===== src/rtl/fxp_pkg.sv =====
// Shared types and constants for the shared fixed-point multiplier scheduler.
package fxp_pkg;

  localparam int unsigned FXP_GRANT_CNT_W = 16;

  typedef enum logic [1:0] {
    IDLE = 2'd0,
    CALC = 2'd1,
    RESP = 2'd2
  } fxp_arb_state_t;

  // Width of a requester index; at least one bit even for a single requester.
  function automatic int unsigned fxp_idw(input int unsigned n);
    return (n > 1) ? $clog2(n) : 1;
  endfunction

endpackage


===== src/rtl/fxp_mul.sv =====
// Combinational signed fixed-point multiplier with resize, optional rounding and overflow flag.
module fxp_mul #(
  parameter int unsigned A_width_int       = 8,
  parameter int unsigned A_width_frac      = 8,
  parameter int unsigned B_width_int       = 8,
  parameter int unsigned B_width_frac      = 8,
  parameter int unsigned output_width_int  = 8,
  parameter int unsigned output_width_frac = 9,
  parameter int unsigned ROUND             = 1
) (
  input  logic [A_width_int+A_width_frac-1:0]           in1,
  input  logic [B_width_int+B_width_frac-1:0]           in2,
  output logic [output_width_int+output_width_frac-1:0] out,
  output logic                                          overflow
);

  localparam int unsigned WA  = A_width_int + A_width_frac;
  localparam int unsigned WB  = B_width_int + B_width_frac;
  localparam int unsigned WO  = output_width_int + output_width_frac;
  localparam int unsigned WP  = WA + WB;
  localparam int unsigned PF  = A_width_frac + B_width_frac;
  localparam int unsigned OF  = output_width_frac;
  localparam int unsigned SHL = (OF > PF) ? (OF - PF) : 0;
  localparam int unsigned SHR = (PF > OF) ? (PF - OF) : 0;
  // Headroom so rounding never wraps and the overflow test always has sign bits to inspect.
  localparam int unsigned WS  = WP + SHL + WO + 1;

  logic signed [WP-1:0] prod;
  logic signed [WS-1:0] ext;
  logic signed [WS-1:0] scaled;
  logic [WS-WO:0]       hi;

  assign prod = WP'(signed'(in1)) * WP'(signed'(in2));
  assign ext  = WS'(prod);

  // Align the product's binary point to the output format.
  if (SHR > 0) begin : g_shr
    localparam logic signed [WS-1:0] HALF = (ROUND != 0) ? (WS'(1) << (SHR - 1)) : '0;
    assign scaled = (ext + HALF) >>> SHR;
  end else begin : g_shl
    assign scaled = ext <<< SHL;
  end

  // Fits iff every bit from the output sign bit upward is a copy of the sign.
  assign hi       = scaled[WS-1:WO-1];
  assign out      = scaled[WO-1:0];
  assign overflow = ~((&hi) | (~|hi));

endmodule


===== src/rtl/fxp_rr_arbiter.sv =====
// Combinational rotate-priority arbiter: first set request at or above ptr, wrapping.
module fxp_rr_arbiter
  import fxp_pkg::*;
#(
  parameter int unsigned NREQ = 4,
  parameter int unsigned IDW  = fxp_idw(NREQ)
) (
  input  logic [NREQ-1:0] req,
  input  logic [IDW-1:0]  ptr,
  output logic [NREQ-1:0] gnt,
  output logic [IDW-1:0]  gnt_idx,
  output logic            any
);

  int unsigned idx;

  // Scan requesters starting at ptr; the first hit wins.
  always_comb begin
    gnt     = '0;
    gnt_idx = '0;
    any     = 1'b0;
    idx     = 0;
    for (int unsigned k = 0; k < NREQ; k++) begin
      if (!any) begin
        idx = (32'(ptr) + k) % NREQ;
        if (req[IDW'(idx)]) begin
          any     = 1'b1;
          gnt_idx = IDW'(idx);
        end
      end
    end
    if (any) begin
      gnt = NREQ'(1) << gnt_idx;
    end
  end

endmodule


===== src/rtl/fxp_mul_arb.sv =====
// Round-robin scheduler sharing one fxp_mul among NREQ requesters.
// Optional per-requester saturating grant counters: define FXP_MUL_ARB_GRANT_CNT_EN.
module fxp_mul_arb
  import fxp_pkg::*;
#(
  parameter int unsigned NREQ              = 4,
  parameter int unsigned A_width_int       = 8,
  parameter int unsigned A_width_frac      = 8,
  parameter int unsigned B_width_int       = 8,
  parameter int unsigned B_width_frac      = 8,
  parameter int unsigned output_width_int  = 8,
  parameter int unsigned output_width_frac = 9,
  parameter int unsigned ROUND             = 1
) (
  input  logic                                               clk,
  input  logic                                               rstn,
  input  logic [NREQ-1:0]                                    req_valid,
  output logic [NREQ-1:0]                                    req_ready,
  input  logic [NREQ*(A_width_int+A_width_frac)-1:0]         req_a,
  input  logic [NREQ*(B_width_int+B_width_frac)-1:0]         req_b,
  output logic                                               rsp_valid,
  input  logic                                               rsp_ready,
  output logic [output_width_int+output_width_frac-1:0]      rsp_data,
  output logic                                               rsp_overflow,
  output logic [fxp_idw(NREQ)-1:0]                           rsp_id
`ifdef FXP_MUL_ARB_GRANT_CNT_EN
  ,
  output logic [NREQ*FXP_GRANT_CNT_W-1:0]                    grant_cnt
`endif
);

  localparam int unsigned WA  = A_width_int + A_width_frac;
  localparam int unsigned WB  = B_width_int + B_width_frac;
  localparam int unsigned WO  = output_width_int + output_width_frac;
  localparam int unsigned IDW = fxp_idw(NREQ);

  fxp_arb_state_t  state_q, state_d;
  logic [IDW-1:0]  ptr_q, id_q, gnt_idx;
  logic [NREQ-1:0] gnt;
  logic            any, grant;
  logic [WA-1:0]   a_q, sel_a;
  logic [WB-1:0]   b_q, sel_b;
  logic [WO-1:0]   mul_out;
  logic            mul_ovf;

  fxp_rr_arbiter #(
    .NREQ (NREQ),
    .IDW  (IDW)
  ) u_arb (
    .req     (req_valid),
    .ptr     (ptr_q),
    .gnt     (gnt),
    .gnt_idx (gnt_idx),
    .any     (any)
  );

  fxp_mul #(
    .A_width_int       (A_width_int),
    .A_width_frac      (A_width_frac),
    .B_width_int       (B_width_int),
    .B_width_frac      (B_width_frac),
    .output_width_int  (output_width_int),
    .output_width_frac (output_width_frac),
    .ROUND             (ROUND)
  ) u_mul (
    .in1      (a_q),
    .in2      (b_q),
    .out      (mul_out),
    .overflow (mul_ovf)
  );

  // State register.
  always_ff @(posedge clk or negedge rstn) begin
    if (!rstn) state_q <= IDLE;
    else       state_q <= state_d;
  end

  // Next state and grant; grants only happen in IDLE and never while reset is asserted.
  always_comb begin
    state_d   = state_q;
    req_ready = '0;
    grant     = 1'b0;
    case (state_q)
      IDLE: begin
        if (any && rstn) begin
          req_ready = gnt;
          grant     = 1'b1;
          state_d   = CALC;
        end
      end
      CALC:    state_d = RESP;
      RESP:    if (rsp_ready) state_d = IDLE;
      default: state_d = IDLE;
    endcase
  end

  // Operand mux driven by the one-hot grant.
  always_comb begin
    sel_a = '0;
    sel_b = '0;
    for (int unsigned i = 0; i < NREQ; i++) begin
      if (gnt[i]) begin
        sel_a = req_a[i*WA +: WA];
        sel_b = req_b[i*WB +: WB];
      end
    end
  end

  // Latch the granted operands and advance the rotation pointer past the winner.
  always_ff @(posedge clk or negedge rstn) begin
    if (!rstn) begin
      ptr_q <= '0;
      id_q  <= '0;
      a_q   <= '0;
      b_q   <= '0;
    end else if (grant) begin
      ptr_q <= (gnt_idx == IDW'(NREQ - 1)) ? '0 : gnt_idx + IDW'(1);
      id_q  <= gnt_idx;
      a_q   <= sel_a;
      b_q   <= sel_b;
    end
  end

  // Response registers: capture in CALC, hold through RESP until accepted.
  always_ff @(posedge clk or negedge rstn) begin
    if (!rstn) begin
      rsp_valid    <= 1'b0;
      rsp_data     <= '0;
      rsp_overflow <= 1'b0;
      rsp_id       <= '0;
    end else if (state_q == CALC) begin
      rsp_valid    <= 1'b1;
      rsp_data     <= mul_out;
      rsp_overflow <= mul_ovf;
      rsp_id       <= id_q;
    end else if ((state_q == RESP) && rsp_ready) begin
      rsp_valid    <= 1'b0;
    end
  end

`ifdef FXP_MUL_ARB_GRANT_CNT_EN
  for (genvar i = 0; i < NREQ; i++) begin : g_cnt
    logic [FXP_GRANT_CNT_W-1:0] cnt_q;

    // Saturating count of grants to requester i.
    always_ff @(posedge clk or negedge rstn) begin
      if (!rstn)                           cnt_q <= '0;
      else if (grant && gnt[i] && ~&cnt_q) cnt_q <= cnt_q + FXP_GRANT_CNT_W'(1);
    end

    assign grant_cnt[i*FXP_GRANT_CNT_W +: FXP_GRANT_CNT_W] = cnt_q;
  end
`endif

endmodule


===== config.mk =====
export PLATFORM = sky130hd
export DESIGN_NAME = fxp_mul_arb
export DESIGN_NICKNAME = d
export VERILOG_FILES = /design/src/rtl/fxp_pkg.sv /design/src/rtl/fxp_mul.sv /design/src/rtl/fxp_rr_arbiter.sv /design/src/rtl/fxp_mul_arb.sv
export SDC_FILE = /design/constraint.sdc
export NUM_CORES = 1
export LEC_CHECK = 0
export BUFFER_PORTS_ARGS = -buffer_cell sky130_fd_sc_hd__buf_2
export CELL_PAD_IN_SITES_DETAIL_PLACEMENT = 1
export CELL_PAD_IN_SITES_GLOBAL_PLACEMENT = 1
export CORE_MARGIN = 1.5
export CORE_UTILIZATION = 43
export CTS_CLUSTER_DIAMETER = 150
export DETAILED_ROUTE_END_ITERATION = 7
export PLACE_DENSITY = 0.83
export SYNTH_ARGS = -nofsm -noshare
export SYNTH_HDL_FRONTEND = slang
export SYNTH_HIERARCHICAL = 1
export SYNTH_SLANG_ARGS = --single-unit

===== constraint.sdc =====
create_clock -name clk -period 7.4 [get_ports clk]
set_input_delay 0.74 -clock clk [delete_from_list [all_inputs] [get_ports clk]]
set_output_delay 0.74 -clock clk [all_outputs]
set_load 0.02 [all_outputs]

# After elaboration in Yosys (flattened, before gate mapping)
# Index checks and enable logic that the tools add are counted.
# op_classes
addsub	5
n_mul	1
order_cmp	4
eq_ne	5
shifts	1
n_mux	41
n_bitwise	2
reduce_logical	8
# op_table
op	count
2-to-1 mux 16 bit	8
adder 32 x 8 -> 33 bit (second input constant)	1
multiplier 16 x 16 -> 32 bit	1
AND reduction 27 bit	1
OR reduction 27 bit	1
2-to-1 mux 2 bit	10
2-to-1 mux 1 bit	15
< comparator 2 x 3 -> 1 bit (second input constant)	4
2-to-1 mux 4 bit	3
binary-select mux 1 bit (select 2 bit)	4
one-hot mux 2 bit (3 select lines)	1
adder 2 x 1 -> 2 bit (second input constant)	2
adder 2 bit (second input constant)	2
== test 2 bit (second input constant)	2
!= test 2 bit (second input constant)	2
<< shifter 1 x 2 -> 4 bit (first input constant)	1
== test 2 x 1 -> 1 bit (second input constant)	1
logical AND 1 bit	2
logical NOT 2 bit	1
AND reduction 2 bit	1
nonzero test 2 bit	1
logical NOT 1 bit	1
inverter 1 bit	1
bitwise OR 1 bit	1
# totals
reg_bits	59
inputBits	135
output_inout_bits	25
word_cells	76

# Depth between registers and ports, before layout
# Gate-level depths: netlist of run 1.
# logic_depth
word_depth	15
mapped_depth	27
mapped_depth_nobuf	25

# By module
# Netlist of run 1, hierarchy kept.
# modules_own_cells
mod	n_inst	cells_each	area_per_inst_um2	seq_area_each_um2
fxp_mul	1	1135	10162.2	0.0
fxp_mul_arb	1	356	3354.5	1476.4
fxp_rr_arbiter	1	28	186.4	0.0

# Worst setup path after synthesis of run 1
# Ideal clock, no wire load.
# synth_timing
path_type	register to register
from	reg a_q[15]
to	reg rsp_overflow
setup_ns	0.125
arrival_ns	6.809
required_time_ns	7.275
path_slack_ns	0.466
path_stages_with_launch	23
n_path_buf	1
synth_period_minus_slack_ns	6.934
path_cell_list	dfrtp_1 clkbuf_1 nand2_1 fa_1 inv_1 fa_1 inv_1 fa_1 fa_1 fa_1 fa_1 inv_1 ha_1 a21oi_4 o21bai_4 a2111oi_4 o211ai_2 a31oi_1 xor2_1 and4b_1 or4b_1 mux2_4 mux2_2
# synth_via
elab_chain_cells	6
elab_cells_between_ends	7
classes_between	add/sub (1); mul (1); bitwise (2); reduce/logical (3)
# synth_rtl
element	line_no	text
start, declared	fxp_mul_arb.sv:41	logic [WA-1:0] a_q, sel_a;
start signal, assigned	fxp_mul_arb.sv:119	a_q <= sel_a;
multiplier 16 x 16 -> 32 bit *	fxp_mul.sv:33	assign prod = WP'(signed'(in1)) * WP'(signed'(in2));
adder 32 x 8 -> 33 bit *	fxp_mul.sv:39	assign scaled = (ext + HALF) >>> SHR;
OR reduction 27 bit	fxp_mul.sv:47	assign overflow = ~((&hi) | (~|hi));
logical NOT 1 bit	fxp_mul.sv:47	
bitwise OR 1 bit *	fxp_mul.sv:47	
inverter 1 bit *	fxp_mul.sv:47	
net mul_ovf	fxp_mul_arb.sv:44	logic mul_ovf;
end signal, assigned	fxp_mul_arb.sv:134	rsp_overflow <= mul_ovf;
end, declared	fxp_mul_arb.sv:24	output logic rsp_overflow,
# The timed path passes the listed nets; every way through them passes the cells marked *.
# A chain may end at the register's enable or synchronous reset.

# Final worst setup path of run 1
# layout_timing
from	reg a_q[10]
to	reg rsp_overflow
# Same word-level chain as after synthesis.

==> reports/results.txt, run 1 <==
top post-synthesis cells by area = fa_1, dfrtp_1, inv_1, ha_1, nand2_1
Final Util = 49.8%
Global Route Usage Sum = 27.5%
final std cells w/o fill = 2098
1st-pass router iterations = 5
pre-CTS WS = 0.0239 ns
Most Frequent Cell on Critical Path = fa_1
Worst setup EP type = flip-flop
WL final = 43.5 mm
I/O pin count = 160
Post-CTS Hold Buffers = 0
H-Tree Depth = 3
Max FO, Critical Path = 10
Fin. Hold Viols = 0
die width = 182 um
Synth Flop Type = dfrtp_1
cell area after synthesis = 13700 um2
Post-synth top cells = inv_1, fa_1, nand2_1
largest net degree at the start of global routing = 69
most frequent cell after synthesis = inv_1
crit path DAT = 7.43 ns
Worst Path Class, Setup = flip-flop to flip-flop
row count = 65
Final Skew = 0.0222 ns
YS warnings = 6
clk_lat worst skew = 0.37 ns
RePlAce Congestion = 0.883
drt drc = 0
ys async rst share = 100%
vias in the first global route = 13418
Die H = 182 um
first-pass GRT wire length = 70.0 mm
maximum clock frequency = 139 MHz
GRT Residual Overflow = 0
placed cell count = 2071
worst setup margin = 0.225 ns
Final min period = 7.18 ns
vias per cell = 5.44
outcome = complete, no violations
via count = 11411
Avg Cell Area, Syn = 9.02 um2
CP max-delay cell = fa_1
# port buffers = 159
Setup-failing EPs final = 0
Post-synth EDFFs = 0
Buf/Inv on CP = 4
sequential area share after synthesis = 10.8%
Max Slew Vio Count = 0
Worst Tran Pin Value = 1.20 ns
critical path's top delay family = adder cells
Worst slew margin = 20.1%
Critical R2R Launch = a_q[10]$_DFFE_PN0P_
worst path cell trace = buf_4 -> nand2_1 -> fa_1 -> inv_1 -> fa_1 -> fa_1 -> fa_1 -> fa_1 -> inv_1 -> fa_1 -> inv_1 -> ha_1 -> a21oi_2 -> o21ai_4 -> nor3_1 -> o211ai_1 -> a31oi_1 -> xor2_1 -> and4b_1 -> or4b_1 -> mux2_4 -> mux2_2
Starting Density = 43.5%
Synth Net Count = 2001
initial antenna violation count = 0
Core ar. = 31500 um2
CTS tree = built
Mapped Cells = 1519
Detail Route Antenna Nets = 0
#FFs+latches synth = 59
Initial DRC Count = 527
synthesis-to-layout area growth = 14.3%
CP Launch Point = a_q[10]$_DFFE_PN0P_
HP Class = input pin to asynchronous set/reset pin
Nets = 2172
Max-cap violations = 0
Clock transition at path regs = 0.08 ns
post-DP HPWL = 34.8 mm
Worst setup SP type = flip-flop
Max Root-Sink Buffers = 2
period utilization = 97.0%
Yosys cell types = 66
die area = 32900 um2
routed length per instance = 20.7 um
Data required, critical path = 7.66 ns
crit-path max cell delay = 0.62 ns
fraction of layout cells with a size suffix above 1 = 18.9%
Synth area leader = fa_1
clk root buf = clkbuf_16
share of the synthesized area in the top cell type = 39.0%
Clock Sinks = 59
clock buffer count from CTS = 9
## registers in the layout (all words and copies together), names as in the netlist
name	flops
rsp_overflow	1
a_q	16
rsp_id	2
ptr_q	2
id_q	2
b_q	16
state_q	2
rsp_valid	1
rsp_data	17
## cells by family after synthesis
| group | synth area share (%) |
|---|---|
| adder cells (fa/ha/maj) | 46.3 |
| AND/OR/NAND/NOR | 16.5 |
| flip-flops | 10.8 |
| XOR/XNOR | 1.98 |
| AO/OA/AOI/OAI | 10.3 |
| multiplexers | 2.31 |
| buffers and inverters | 11.9 |
## worst paths after layout
kind | to | slack, ns | cells past startpoint
worst max-delay path | rsp_overflow$_DFFE_PN0P_ | 0.22 | 22
worst min-delay path | rsp_data[1]$_DFFE_PN0P_ | 0.41 | 1
worst max register to register | rsp_overflow$_DFFE_PN0P_ | 0.22 | 22
worst min register to register | rsp_data[4]$_DFFE_PN0P_ | 0.50 | 1
max in group asynchronous | b_q[7]$_DFFE_PN0P_ | 5.97 | 2
min in group clk | rsp_data[4]$_DFFE_PN0P_ | 0.50 | 1
## worst register-to-register path, stage by stage, from the launching register on
cell and delay (ns):
dfrtp_2 0.51, buf_4 0.25, nand2_1 0.16, fa_1 0.62
inv_1 0.09, fa_1 0.49, fa_1 0.58, fa_1 0.46
fa_1 0.52, inv_1 0.06, fa_1 0.48, inv_1 0.04
ha_1 0.34, a21oi_2 0.23, o21ai_4 0.13, nor3_1 0.23
o211ai_1 0.19, a31oi_1 0.25, xor2_1 0.23, and4b_1 0.25
or4b_1 0.45, mux2_4 0.27, mux2_2 0.26
## area by class of cell
type                    instances  area [um2]
clock buffers                   9         225
multi-input cells            1050       10700
flip-flops and latches         59        1490
well taps                     402         503
inverters                     337        1270
repair buffers                233        1380
fillers                      3697       15800
diodes                          1        2.50
clock inverters                 7        81.3
## metrics by stage
| stage | cell area, um2 | TNS [ns] | hold slack, ns |
|---|---|---|---|
| 6_report | 15700 | 0 | 0.407 |
| 5_1_grt | 15700 | -0.0332 | 0.449 |
| 4_1_cts | 15500 | 0 | 0.428 |
| 3_5_place_dp | 15200 | 0 | 0.493 |
| 3_3_place_gp | 15200 | 0 | 0.484 |
| 2_1_floorplan | 13700 | 0 | 0.444 |
## cells in the final DEF, fill, tap and decap left out, types with 7 or more instances in the layout
cell type / netlist / layout
buf_4: 4 / 70
and2_1: 116 / 115
o21ai_0: 12 / 10
nor2_1: 36 / 36
dfrtp_1: 59 / 49
buf_2: 15 / 159
xnor2_1: 23 / 23
nand2b_1: 9 / 9
clkbuf_16: 0 / 9
nand2_1: 215 / 215
dfrtp_2: 0 / 10
nand3b_1: 32 / 32
a21oi_1: 61 / 59
a221oi_1: 33 / 33
fa_1: 267 / 262
o211ai_1: 7 / 7
mux2_2: 24 / 24
ha_1: 80 / 73
o22a_1: 32 / 32
xor2_1: 8 / 8
inv_1: 337 / 334
## layer usage
layer  up-vias  wire length, um  GRT usage [%]
li1       5038                -              -
met1      5939            16700           31.3
met2       316            23200           50.8
met3       118             1640           3.59
met4         0             1860           13.1
met5         -                0              0
## timing repair
item | CTS | global route
resized for setup | 1 | 38
buffers inserted | 0 | 10
endpoints found under the setup margin | 1 | 1
pin swaps | 0 | 10
hold endpoints to repair | 0 | 0
Power of run 1 is not shown: default switching activity piles up to over one toggle a cycle in this logic, so the estimate is an artifact.
==> inputs of run 2 (changes only) <==
Settings changed: CORE_MARGIN 1.5 to 2, CORE_UTILIZATION 43 to 51, HOLD_SLACK_MARGIN set to 0.08, PLACE_DENSITY 0.83 to 0.92.
Clock period 7.4 ns to 9.1 ns, I/O delays scaled along.
==> run 2 against run 1 <==
Compared with the run above: final area down 4.7%; routed wire length up 3.5%; hold slack better by 0.098 ns; count of clock-buffer cells in the layout unchanged.
==> reports/results.txt, run 2 (synthesis gave the netlist of run 1 again) <==
GRT Residual Overflow = 0
Top reg by flops = rsp_data
# port buffers = 159
drt drc = 0
Clock transition at path regs = 0.08 ns
via count = 11589
die area = 28200 um2
WL final = 45.0 mm
hold path depth = 1
H-Tree Depth = 3
row count = 59
Initial DRC Count = 663
placed instance area = 14600 um2
Max Root-Sink Buffers = 2
setup bufs post-CTS = 0
vias in the first global route = 13562
Worst Path Class, Setup = flip-flop to flip-flop
CTS resizes = 0
Core ar. = 26200 um2
1st-pass router iterations = 5
CTS tree = built
setup TNS = 0 ns
Data required, critical path = 9.35 ns
Setup-failing EPs final = 0
Clock Sinks = 59
Worst setup EP type = flip-flop
Detail Route Antenna Nets = 0
most frequent cells in the layout = inv_1, fa_1, nand2_1, buf_2, and2_1
Worst Tran Pin Value = 1.18 ns
Max FO, Critical Path = 17
clock buffer count from CTS = 9
Max Slew Vio Count = 0
die width = 168 um
period utilization = 85.5%
Worst slew margin = 21.6%
Multi-input gate area = 10600 um2
Final Skew = 0.0147 ns
Fillers = 3044
vias per cell = 5.90
synthesis-to-layout area growth = 8.93%
first-pass GRT wire length = 71.1 mm
fraction of layout cells with a size suffix above 1 = 13.9%
HP Class = flip-flop to flip-flop
maximum clock frequency = 129 MHz
RSZ-0062 raised after global routing = false
Global Route Usage Sum = 33.0%
Post-CTS Hold Buffers = 0
Die H = 168 um
max reg flops = 17
fin area = 14900 um2
largest net degree at the start of global routing = 66
FF+latch area = 1480 um2
crit path DAT = 8.02 ns
Final min period = 7.78 ns
commonest non-fill, non-tap cell in the layout = inv_1
Starting Density = 52.3%
Diodes inserted = 0
outcome = complete, no violations
RePlAce Congestion = 0.881
Worst setup SP type = flip-flop
cells on worst reg2reg path = 21
largest registers = rsp_data x17, a_q x16, b_q x16
clk_lat worst skew = 0.35 ns
Nets = 2107
clk root buf = clkbuf_16
post-DP HPWL = 35.5 mm
Max-cap violations = 0
routed length per instance = 22.9 um
Final Util = 57.0%
I/O pin count = 160
Fin. Hold Viols = 0
initial antenna violation count = 2
run 2: cell types whose count changed in the layout (fill, tap and decap cells not counted), sizes merged:
cell,delta
buf,-65
bufinv,-1
clkinv,+3
clkinvlp,-1
diode,-1
inv,-1
run 2: final cells by class:
| class | instances | area share (%) |
|---|---|---|
| multi-input cells | 1050 | 71.1 |
| flip-flops and latches | 59 | 9.89 |
| inverters | 337 | 8.47 |
| repair buffers | 168 | 5.78 |
| well taps | 335 | 2.81 |
| clock buffers | 9 | 1.51 |
| clock inverters | 7 | 0.394 |
run 2: per-layer routing:
metal	GRT usage (%)	wire, um	vias up
li1	-	-	4913
met1	33.8	15300	5919
met2	61.1	23700	518
met3	5.67	2270	235
met4	22.9	3740	4
met5	0	26	-
run 2: final timing paths:
check | startpoint | end | slack (ns)
worst max-delay path | a_q[15]$_DFFE_PN0P_ | rsp_overflow$_DFFE_PN0P_ | 1.32
worst min-delay path | rsp_data[0]$_DFFE_PN0P_ | rsp_data[0]$_DFFE_PN0P_ | 0.50
worst max register to register | a_q[15]$_DFFE_PN0P_ | rsp_overflow$_DFFE_PN0P_ | 1.32
min in group asynchronous | rstn | rsp_data[16]$_DFFE_PN0P_ | 0.59
max in group asynchronous | rstn | a_q[0]$_DFFE_PN0P_ | 7.52
worst min register to register | rsp_data[0]$_DFFE_PN0P_ | rsp_data[0]$_DFFE_PN0P_ | 0.50
run 2: critical path: stages, from the launching register on:
cell and delay [ns]:
dfrtp_1 0.75, nand2_1 0.26, fa_1 0.67, inv_1 0.08
fa_1 0.50, inv_1 0.29, fa_1 0.51, fa_1 0.58
fa_1 0.48, fa_1 0.56, inv_1 0.06, ha_1 0.49
a21oi_1 0.11, o21ai_0 0.52, a21oi_1 0.13, o21ai_0 0.18
a41oi_1 0.07, xor2_1 0.24, and4b_1 0.21, or4b_1 0.44
mux2_4 0.27, mux2_2 0.26
run 2: per-stage QoR:
step	instances	setup WS, ns	hold WS [ns]
after floorplan	1519	2.17	0.459
after global placement	1949	1.81	0.484
after detailed placement	1949	1.47	0.495
after CTS	1965	1.41	0.510
after global routing	1965	0.944	0.519
final	1965	1.32	0.504
Power of run 2 is left out for the same reason.
==> inputs of run 3 (changes only) <==
==> constraint.sdc (replaced) <==
create_clock -name clk -period 9.1 [get_ports clk]
set_input_delay 0.91 -clock clk [delete_from_list [all_inputs] [get_ports clk]]
set_output_delay 0.91 -clock clk [all_outputs]
set_load 0.05 [all_outputs]
==> run 3 against run 2 <==
Compared with the run above: global-route usage grew 0.74 points; hold slack got worse by 0.0015 ns; non-clock buffer count stayed put; largest cell class unchanged; first-iteration DRC count up 17%; via count rose by 0.60%; setup slack worse by 0.082 ns.
==> reports/results.txt, run 3 (synthesis gave the netlist of run 1 again) <==
# port buffers = 159
Data required, critical path = 9.35 ns
largest registers = rsp_data x17, a_q x16, b_q x16
Nets = 2107
hold path start = rsp_data[10]$_DFFE_PN0P_
drt drc = 0
Worst Tran Pin Value = 1.21 ns
Top reg by flops = rsp_data
H-Tree Depth = 3
worst setup margin = 1.24 ns
maximum clock frequency = 127 MHz
die area = 28200 um2
CTS resizes = 0
placed instance area = 14600 um2
Max Slew Vio Count = 0
Worst slew margin = 19.0%
die width = 168 um
initial antenna violation count = 3
Critical R2R Launch = a_q[15]$_DFFE_PN0P_
FF-to-FF End = rsp_overflow$_DFFE_PN0P_
Detail Route Antenna Nets = 0
RePlAce Congestion = 0.883
outcome = complete, no violations
hold path depth = 1
routed length per instance = 23.2 um
Max Root-Sink Buffers = 2
flop2flop setup slack = 1.24 ns
CTS tree = built
Worst Path Class, Setup = flip-flop to flip-flop
Fillers = 3115
Max FO, Critical Path = 17
Worst setup SP type = flip-flop
setup bufs post-CTS = 0
1st-pass router iterations = 7
HP Class = flip-flop to flip-flop
Final min period = 7.86 ns
Core ar. = 26200 um2
first-pass GRT wire length = 72.6 mm
Starting Density = 52.3%
post-DP HPWL = 34.0 mm
clk_lat worst skew = 0.36 ns
largest net degree at the start of global routing = 66
Die H = 168 um
vias in the first global route = 13781
Worst setup EP type = flip-flop
clock buffer count from CTS = 9
I/O pin count = 160
most frequent cells in the layout = inv_1, fa_1, nand2_1, buf_2, and2_1
max reg flops = 17
Setup-failing EPs final = 0
GRT Residual Overflow = 0
Multi-input gate area = 10600 um2
row count = 59
fin area = 14900 um2
FF+latch area = 1480 um2
Initial DRC Count = 773
period utilization = 86.4%
Clock Sinks = 59
crit path DAT = 8.11 ns
cells on worst reg2reg path = 22
setup TNS = 0 ns
WL final = 45.7 mm
Final Util = 57.0%
Fin. Hold Viols = 0
commonest non-fill, non-tap cell in the layout = inv_1
Global Route Usage Sum = 33.7%
Max-cap violations = 0
Final Skew = 0.0132 ns
Clock transition at path regs = 0.08 ns
clk root buf = clkbuf_16
fraction of layout cells with a size suffix above 1 = 13.9%
via count = 11659
Post-CTS Hold Buffers = 0
RSZ-0062 raised after global routing = false
vias per cell = 5.92
synthesis-to-layout area growth = 9.00%
WHS Endpoint = rsp_data[10]$_DFFE_PN0P_
pre-CTS WS = 1.54 ns
==> run 3: cell types whose count changed in the layout (fill, tap and decap cells not counted) <==
cell | before | now
diode_2 | 0 | 4
==> run 3: routing by layer <==
| metal | routed length [um] | vias up | track usage [%] |
|---|---|---|---|
| met3 | 2400 | 230 | 4.77 |
| li1 | - | 4906 | - |
| met2 | 23800 | 556 | 61.3 |
| met1 | 15800 | 5967 | 35.7 |
| met4 | 3690 | 0 | 24.5 |
| met5 | 0 | - | 0 |
==> run 3: cell type report <==
type	count	area share [%]
clock inverters	7	0.394
repair buffers	168	5.78
multi-input cells	1050	71.1
inverters	337	8.47
well taps	335	2.81
clock buffers	9	1.51
diodes	4	0.0670
flip-flops and latches	59	9.88
==> run 3: worst max-delay path: stages (launching register included) <==
cell and delay [ns]:
dfrtp_1 0.76, and2_1 0.29, inv_1 0.11, fa_1 0.55, inv_1 0.08, fa_1 0.50
inv_1 0.32, fa_1 0.57, fa_1 0.63, fa_1 0.46, fa_1 0.50, inv_1 0.05
ha_1 0.38, a21oi_2 0.25, o21ai_2 0.15, a2111oi_4 0.36, o211ai_2 0.18, a31oi_1 0.24
xor2_1 0.21, and4b_1 0.20, or4b_1 0.43, mux2_4 0.27, mux2_2 0.26
==> run 3: worst max path at each step <==
stage,from,endpoint,slack [ns],cells after the start
final,a_q[15]$_DFFE_PN0P_,rsp_overflow$_DFFE_PN0P_,1.24,22
after global routing,a_q[15]$_DFFE_PN0P_,rsp_overflow$_DFFE_PN0P_,0.98,22
after detailed placement,b_q[4]$_DFFE_PN0P_,rsp_overflow$_DFFE_PN0P_,1.54,22
after floorplan,a_q[15]$_DFFE_PN0P_,rsp_overflow$_DFFE_PN0P_,2.17,22
after global placement,b_q[4]$_DFFE_PN0P_,rsp_overflow$_DFFE_PN0P_,1.81,22
after CTS,a_q[15]$_DFFE_PN0P_,rsp_overflow$_DFFE_PN0P_,1.31,22
==> run 3: stage by stage <==
stage / hold WS, ns / cells
floorplan: 0.459 / 1519
global placement: 0.484 / 1949
detailed placement: 0.492 / 1949
CTS: 0.509 / 1965
global route: 0.519 / 1968
finish: 0.503 / 1969
Power of run 3 is left out for the same reason.
